## src/rtl/tetris_input.sv

```systemverilog
// tetris_input: button levels to one-shot game commands with DAS/ARR and gravity.
// Define TETRIS_INPUT_REPEAT_EN to enable auto-repeat of left/down/right.
module tetris_input #(
  parameter int DAS_CYCLES     = 15_000_000,
  parameter int ARR_CYCLES     = 2_500_000,
  parameter int GRAVITY_CYCLES = 25_000_000
) (
  input  logic       clk,
  input  logic       reset,
  input  logic [3:0] btn,
  input  logic       pause,
  output logic [2:0] cmd,
  output logic       cmd_valid,
  input  logic       cmd_ready
);

  localparam logic [2:0] C_NONE  = 3'd0;
  localparam logic [2:0] C_GRAV  = 3'd1;
  localparam logic [2:0] C_ROT   = 3'd2;
  localparam logic [2:0] C_LEFT  = 3'd3;
  localparam logic [2:0] C_RIGHT = 3'd4;
  localparam logic [2:0] C_DOWN  = 3'd5;

  localparam int MAXC = (DAS_CYCLES > ARR_CYCLES) ? DAS_CYCLES : ARR_CYCLES;
  localparam int CW   = $clog2(MAXC);
  localparam int GW   = $clog2(GRAVITY_CYCLES);

  localparam logic [CW-1:0] DAS_LAST = CW'(DAS_CYCLES - 1);
`ifdef TETRIS_INPUT_REPEAT_EN
  localparam logic [CW-1:0] ARR_LAST = CW'(ARR_CYCLES - 1);
`endif
  localparam logic [GW-1:0] GRV_LAST = GW'(GRAVITY_CYCLES - 1);

  typedef enum logic [1:0] {
    IDLE,
`ifdef TETRIS_INPUT_REPEAT_EN
    DELAY,
    REPEAT
`else
    DELAY
`endif
  } state_t;

  typedef enum logic [1:0] {P_NONE, P_KEY, P_GRAV} pres_t;

  state_t        state, state_n;
  logic [CW-1:0] cnt, cnt_n;
  logic [2:0]    key, cur_key;
  logic          key_ev;

  logic [GW-1:0] gcnt, gcnt_n;
  logic          grav_ev;
  logic          key_pend, key_pend_n;
  logic [2:0]    key_code, key_code_n;
  logic          grav_pend, grav_pend_n;
  pres_t         pres, pres_n;
  logic          accept, down_acc;

  always_comb begin
    if (btn[3])      key = C_ROT;
    else if (btn[2]) key = C_LEFT;
    else if (btn[1]) key = C_DOWN;
    else if (btn[0]) key = C_RIGHT;
    else             key = C_NONE;
  end

  always_ff @(posedge clk or posedge reset) begin
    if (reset) begin
      state   <= IDLE;
      cnt     <= '0;
      cur_key <= C_NONE;
    end else begin
      state   <= state_n;
      cnt     <= cnt_n;
      cur_key <= key;
    end
  end

  // cnt saturates in DELAY so a held rotate never wraps back to a match
  always_comb begin
    state_n = state;
    cnt_n   = cnt;
    if (key == C_NONE) begin
      state_n = IDLE;
      cnt_n   = '0;
    end else if (state == IDLE || key != cur_key) begin
      state_n = DELAY;
      cnt_n   = '0;
    end else begin
      case (state)
        DELAY: begin
`ifdef TETRIS_INPUT_REPEAT_EN
          if (cnt == DAS_LAST && key != C_ROT) begin
            state_n = REPEAT;
            cnt_n   = '0;
          end else
`endif
          if (cnt != DAS_LAST) cnt_n = cnt + CW'(1);
        end
`ifdef TETRIS_INPUT_REPEAT_EN
        REPEAT: begin
          if (cnt == ARR_LAST) cnt_n = '0;
          else                 cnt_n = cnt + CW'(1);
        end
`endif
        default: state_n = state;
      endcase
    end
  end

  always_comb begin
    key_ev = 1'b0;
    if (key != C_NONE) begin
      if (state == IDLE || key != cur_key)
        key_ev = 1'b1;
`ifdef TETRIS_INPUT_REPEAT_EN
      else if (state == DELAY && cnt == DAS_LAST && key != C_ROT)
        key_ev = 1'b1;
      else if (state == REPEAT && cnt == ARR_LAST)
        key_ev = 1'b1;
`endif
    end
  end

  assign accept   = cmd_valid && cmd_ready;
  assign down_acc = accept && pres == P_KEY && key_code == C_DOWN;
  assign grav_ev  = !pause && gcnt == GRV_LAST;

  always_comb begin
    if (grav_ev || down_acc) gcnt_n = '0;
    else if (pause)          gcnt_n = gcnt;
    else                     gcnt_n = gcnt + GW'(1);

    key_pend_n  = (key_pend && !(accept && pres == P_KEY)) || key_ev;
    key_code_n  = key_ev ? key : key_code;
    grav_pend_n = (grav_pend && !(accept && pres == P_GRAV)) || grav_ev;

    // a presented command is only replaced once accepted
    pres_n = pres;
    if (pres == P_NONE || accept) begin
      if (key_pend_n)       pres_n = P_KEY;
      else if (grav_pend_n) pres_n = P_GRAV;
      else                  pres_n = P_NONE;
    end
  end

  always_ff @(posedge clk or posedge reset) begin
    if (reset) begin
      gcnt      <= '0;
      key_pend  <= 1'b0;
      key_code  <= C_NONE;
      grav_pend <= 1'b0;
      pres      <= P_NONE;
    end else begin
      gcnt      <= gcnt_n;
      key_pend  <= key_pend_n;
      key_code  <= key_code_n;
      grav_pend <= grav_pend_n;
      pres      <= pres_n;
    end
  end

  always_comb begin
    cmd_valid = pres != P_NONE;
    case (pres)
      P_KEY:   cmd = key_code;
      P_GRAV:  cmd = C_GRAV;
      default: cmd = C_NONE;
    endcase
  end

endmodule

```

## config.mk

```make
export PLATFORM = sky130hd
export DESIGN_NAME = tetris_input
export DESIGN_NICKNAME = d
export VERILOG_FILES = /design/src/rtl/tetris_input.sv
export SDC_FILE = /design/constraint.sdc
export NUM_CORES = 1
export LEC_CHECK = 0
export CAP_MARGIN = 20
export CORE_ASPECT_RATIO = 2
export CORE_MARGIN = 2
export CORE_UTILIZATION = 58
export CTS_CLUSTER_DIAMETER = 60
export CTS_CLUSTER_SIZE = 28
export DETAILED_ROUTE_END_ITERATION = 10
export PLACE_DENSITY = 0.89
export SLEW_MARGIN = 20
export SYNTH_ARGS = -nofsm -noshare
export SYNTH_HDL_FRONTEND = slang
export SYNTH_SLANG_ARGS = --single-unit
```

## constraint.sdc

```tcl
create_clock -name clk -period 2.6 [get_ports clk]
set_input_delay 0.26 -clock clk [delete_from_list [all_inputs] [get_ports clk]]
set_output_delay 0.26 -clock clk [all_outputs]
set_load 0.01 [all_outputs]
```

* After elaboration in Yosys (flattened, before gate mapping)
Index checks and enable logic that the tools add are counted.
** Word-level totals
- Flip-flop bits (word level) :: 37
- Bits in latches :: 0
- Bits in writable memories :: 0
- Memory bits (read-only) :: 0
- Bits of input ports :: 8
- Output and inout port bits :: 4
- Logic and storage cells :: 48
- Memories kept :: 0
** Operators by class
- Add/sub/neg operators :: 1
- Multipliers :: 0
- Div/mod/pow operators :: 0
- Magnitude comparators :: 0
- Eq/ne operators :: 6
- Shift-type cells :: 0
- Multiplexer cells :: 13
- Bitwise gates (word level) :: 0
- Reduce and logical (&&, ||, !) cells :: 21
** Operator list (count)
- two-way mux 25 bit :: 2
- adder 25 x 1 -> 25 bit (second input constant) :: 1
- == test 25 bit (second input constant) :: 1
- two-way mux 3 bit :: 4
- two-way mux 2 bit :: 4
- logical AND 1 bit :: 7
- one-hot mux 3 bit (2 select lines) :: 1
- logical OR 1 bit :: 5
- logical NOT 2 bit :: 2
- nonzero test 2 bit :: 2
- == test 3 bit (second input constant) :: 1
- logical NOT 1 bit :: 3
- logical NOT 3 bit :: 1
- != test 3 bit :: 1
- nonzero test 3 bit :: 1
- == test 2 x 1 -> 1 bit (second input constant) :: 1
- == test 2 bit (second input constant) :: 1
- two-way mux 1 bit :: 2
- != test 2 x 1 -> 1 bit (second input constant) :: 1

* Logic depth before layout (Yosys ltp)
- Word-level depth :: 10
- Mapped depth :: 6
- Depth with buffers taken out :: 6

* Least setup slack after synthesis
OpenSTA, ideal clock, no wires.
- Path kind :: flip-flop to flip-flop
- Start :: reg pres[0]
- End :: reg gcnt[10]
- Setup time :: 136 ps
- Arrival time :: 1821 ps
- Data required time :: 2464 ps
- Setup slack :: 643 ps
- Cell stages (with the launch flop) :: 7
- Path buffers :: 1
- Clock period less this slack :: 1957 ps
- Cell sequence :: dfrtp_1 -> inv_1 -> ha_1 -> nor2b_1 -> nor4b_1 -> clkbuf_1 -> nor3_1
** Between the ends
- Cells in the longest elaborated chain, start to end :: 6
- Elaborated cells on any way between the ends :: 8
- Those cells by class :: eq/ne: 2; mux: 1; reduce/logical: 5
** Ends and longest elaborated chain
- start: declaration :: RTL line 56 : pres_t pres, pres_n;
- start signal: assignment :: RTL line 159 : pres <= pres_n;
- nonzero test 2 bit :: RTL line 164 : cmd_valid = pres != P_NONE;
- logical AND 1 bit :: RTL line 125 : assign accept = cmd_valid && cmd_ready;
- logical AND 1 bit (*) (2 in series) :: RTL line 126 : assign down_acc = accept && pres == P_KEY && key_code == C_DOWN;
- logical OR 1 bit (*) :: RTL line 130 : if (grav_ev || down_acc) gcnt_n = '0;
- != test 2 x 1 -> 1 bit (no source line) / two-way mux 25 bit (equally long branches)
- end signal: assignment :: RTL line 155 : gcnt <= gcnt_n;
- end: declaration :: RTL line 51 : logic [GW-1:0] gcnt, gcnt_n;
Mark *: on every way between the ends. The rest lies on a longest branch, timed or not.
A chain may end at the register's enable or synchronous reset.

* Worst setup path after layout
- Start :: reg pres[1]
- End :: out cmd[0]
** Between the ends
- Cells in the longest elaborated chain, start to end :: 2
- Elaborated cells on any way between the ends :: 3
- Those cells by class :: eq/ne: 2; mux: 1
** Ends and longest elaborated chain
- == test 2 bit / == test 2 x 1 -> 1 bit (equally long branches) :: RTL line 165 : case (pres)
- one-hot mux 3 bit (2 select lines) (*) :: RTL line 165
- end: declaration :: RTL line 12 : output logic [2:0] cmd,
Marks and branches as above.

==> impl_metrics.env <==
export IMPL_grt_max_degree=37
export IMPL_p_leak_nw=0.8792
export IMPL_initial_core_util_pct=59.44
export IMPL_synth_edf_count=0
export IMPL_via_count=1600
export IMPL_synth_area_leaders="dfrtp_1 45%, nor3_1 4.0%, xnor2_1 3.5%"
export IMPL_drive_above_1_share_pct=9.048
export IMPL_dpl_hpwl_um=2966
export IMPL_port_buffers=11
export IMPL_dp_slack_ns=0.2572
export IMPL_clock_sinks=36
export IMPL_worstPathMaxFanout=5
export IMPL_slowest_delay_ns=0.55
export IMPL_viasPerCell=6.612
export IMPL_r2r_end="gcnt[17]$_DFFE_PP0P_"
export IMPL_die_width_um=45.38
export IMPL_antenna_cells=0
export IMPL_synth_fp_nets=208
export IMPL_crit_path_end_kind="output pin"
export IMPL_period_minus_slack_ns=2.078
export IMPL_dieArea_um2=3936
export IMPL_synth_cell_area_um2=1986
export IMPL_wl_um=4192
export IMPL_setup_worst_path_class="register to output pin"
export IMPL_grt_pass1_vias=1526
export IMPL_status="finished, final reports clean"
export IMPL_async_flop_share_pct=100.0
export IMPL_vdd_ir_drop_max_mv=0.4986
export IMPL_r2r_start="gcnt[6]$_DFFE_PP0P_"
export IMPL_cts_resized=0
export IMPL_grt_util_all_layers_pct=24.76
export IMPL_drv_slew=0
export IMPL_synthFlopType="dfrtp_1"
export IMPL_grt_overflow_total=0
export IMPL_nets=221
export IMPL_die_h_um=86.75
export IMPL_path_buf_inv=2
export IMPL_tns_ns=0
export IMPL_path_clk_slew_ns=0.07
export IMPL_synth_warning_count=0
export IMPL_htree_num_levels=2
export IMPL_grt_pass1_wl_um=7044
export IMPL_rows=30
export IMPL_critPathLaunchType="register"
export IMPL_insertion_delay_ns=0.29
export IMPL_clock_path_buffers=2
export IMPL_yosysTopAreaCell="dfrtp_1"
export IMPL_drc=0
export IMPL_tritoncts="yes"
export IMPL_reg2regPathDepth=4
export IMPL_gp_congestion=0.8365
export IMPL_arrival_ns=1.82
export IMPL_drtAntennaViolNets=0
export IMPL_worst_slack_ns=0.5221
export IMPL_cpLargestDelayFamily="buffers and inverters"
export IMPL_syn_to_final_growth_pct=11.72
export IMPL_syn_avg_cell_area_um2=10.13
export IMPL_ys_types=48
export IMPL_r2r_slack_ns=0.65
export IMPL_fin_area_um2=2218
export IMPL_core_area_um2=3341
export IMPL_finalCritPeriodShare_pct=79.92
export IMPL_synth_top_area_share_pct=45.37
export IMPL_post_cts_setup_buffers=0
export IMPL_drt_iter0_drc=28
export IMPL_ios=12
export IMPL_crit_chain="inv_1 > ha_1 > a21oi_1 > nor2b_1 > clkdlybuf4s50_1"
export IMPL_antenna_found_initial=0
export IMPL_worst_hold_slack_ns=0.4142
export IMPL_n_fill_cell=282
export IMPL_hold_viol=0
export IMPL_cap_violations=0
export IMPL_seqCellArea_um2=900.9
export IMPL_rsz0062_at_grt="no"
export IMPL_multiInputGateArea_um2=1001
export IMPL_tightestPinTransition_ns=0.5767
export IMPL_slew_headroom_pct=61.20
export IMPL_postCtsHoldBufs=0
export IMPL_clock_root_buffer="clkbuf_8"
export IMPL_cts_buffers=5
export IMPL_crit_required_ns=2.34
export IMPL_firstDrtPassIters=4
export IMPL_post_dp_cell_area_um2=2128
export IMPL_critPathSlowestCell="clkdlybuf4s50_1"
export IMPL_skew_ns=0.005849
export IMPL_ys_seq_area_share_pct=45.37
export IMPL_setup_viol=0
export IMPL_clock_fmax_ghz=0.4813
export IMPL_synthCells=196
export IMPL_ys_ff_latch=36
export IMPL_routedWlPerCell_um=17.32
export IMPL_power_density_nw_per_um2=613.4
export IMPL_hold_path_class="input port to asynchronous set/reset pin"
## routing by layer
layer | global-route usage (%) | share of wire [%]
met1 | 27.38 | 36
met5 | 0 | 0
met4 | 11.23 | 2.6
met3 | 4.375 | 2.8
met2 | 43.64 | 59
## kinds of logic (layout without fill, tap and decap cells)
logic type,Yosys count,count (layout),synth area share (%)
xor+xnor,15,15,6.616
buf+inv,19,33,4.537
fa+ha+maj,4,4,2.521
simple gates,86,86,27.22
flops,36,36,45.37
compound gates,33,33,12.10
mux,3,3,1.638
## synthesized netlist by cell type, drive strengths merged (2+ instances only)
| cell type | n |
|---|---|
| buf | 6 |
| nand3b | 2 |
| o31ai | 8 |
| or4b | 2 |
| a211oi | 10 |
| or4 | 7 |
| a31oi | 2 |
| nand2 | 12 |
| nand4b | 2 |
| inv | 11 |
| or3 | 4 |
| nor2 | 6 |
| xor2 | 7 |
| clkbuf | 2 |
| o21ai | 5 |
| nand4 | 9 |
| a2bb2oi | 2 |
| nor2b | 3 |
| o211ai | 2 |
| dfrtp | 36 |
| nor3 | 16 |
| nor4b | 3 |
| and3 | 2 |
| nor4 | 3 |
| nand3 | 5 |
| and2 | 3 |
| ha | 4 |
| xnor2 | 8 |
| mux2 | 2 |
| and4 | 3 |
## where the power goes
group,internal (mW),total [mW],switching (mW),leakage [nW]
registers,0.623,0.704,0.0804,0.466
clock network,0.216,0.410,0.194,0.0455
logic,0.126,0.247,0.121,0.368
total,0.965,1.36,0.395,0.879
## flip-flops by register name, summed over array words and instances (netlist names)
name       flops
grav_pend      1
key_pend       1
pres           2
gcnt          25
cur_key        3
state          1
key_code       3
## cell usage in the layout (no fill, tap or decap), types with 2 or more instances in the layout
master and instances:
nand2_1 12, nand4_1 8, clkbuf_8 6, or3_1 4
buf_4 2, a211oi_1 9, nand3_1 4, ha_1 4
or4b_1 2, o211ai_1 2, nand3b_1 2, a2bb2oi_1 2
and2_1 3, o31ai_1 8, xnor2_1 8, nor2_1 5
clkbuf_1 2, nor2b_1 3, clkdlybuf4s50_1 11, inv_1 11
dfrtp_1 36, o21ai_0 5, and4_4 2, or4_1 7
nor4b_1 2, nor4_1 3, xor2_1 7, nor3_1 16
a31oi_1 2, nand4b_1 2
## per-stage QoR
stage / cells / power (mW) / utilization, %
after floorplan: 196 / 0.8667 / -
after CTS: 242 / 1.375 / 66.40
after global placement: 234 / 0.9473 / 63.71
after global routing: 242 / 1.431 / 66.40
after detailed placement: 234 / 0.9617 / 63.71
final: 242 / 1.361 / 66.40
## worst reg2reg max path, stage by stage, from the launching register on
cell	delay (ns)
dfrtp_1	0.45
and4_1	0.35
nand3_1	0.32
or4_1	0.51
a211oi_1	0.25
## worst max-delay path by stage
stage / startpoint / endpoint / slack (ns) / depth (start not counted)
floorplan: pres[0]$_DFFE_PP0P_ / gcnt[10]$_DFFE_PP0P_ / 0.64 / 6
global placement: pause / gcnt[21]$_DFFE_PP0P_ / 0.39 / 5
detailed placement: pause / gcnt[17]$_DFFE_PP0P_ / 0.26 / 5
CTS: pres[1]$_DFFE_PP0P_ / cmd[0] / 0.51 / 5
global route: pause / gcnt[17]$_DFFE_PP0P_ / 0.39 / 5
finish: pres[1]$_DFFE_PP0P_ / cmd[0] / 0.52 / 5
## layout make-up
cell class | count | area share (%)
Multi-Input combinational cell | 141 | 45.12
Sequential cell | 36 | 40.61
Timing Repair Buffer | 14 | 6.543
Clock buffer | 8 | 4.061
Inverter | 11 | 1.861
Tap cell | 32 | 1.805
Power figures use the tool's default switching activity.
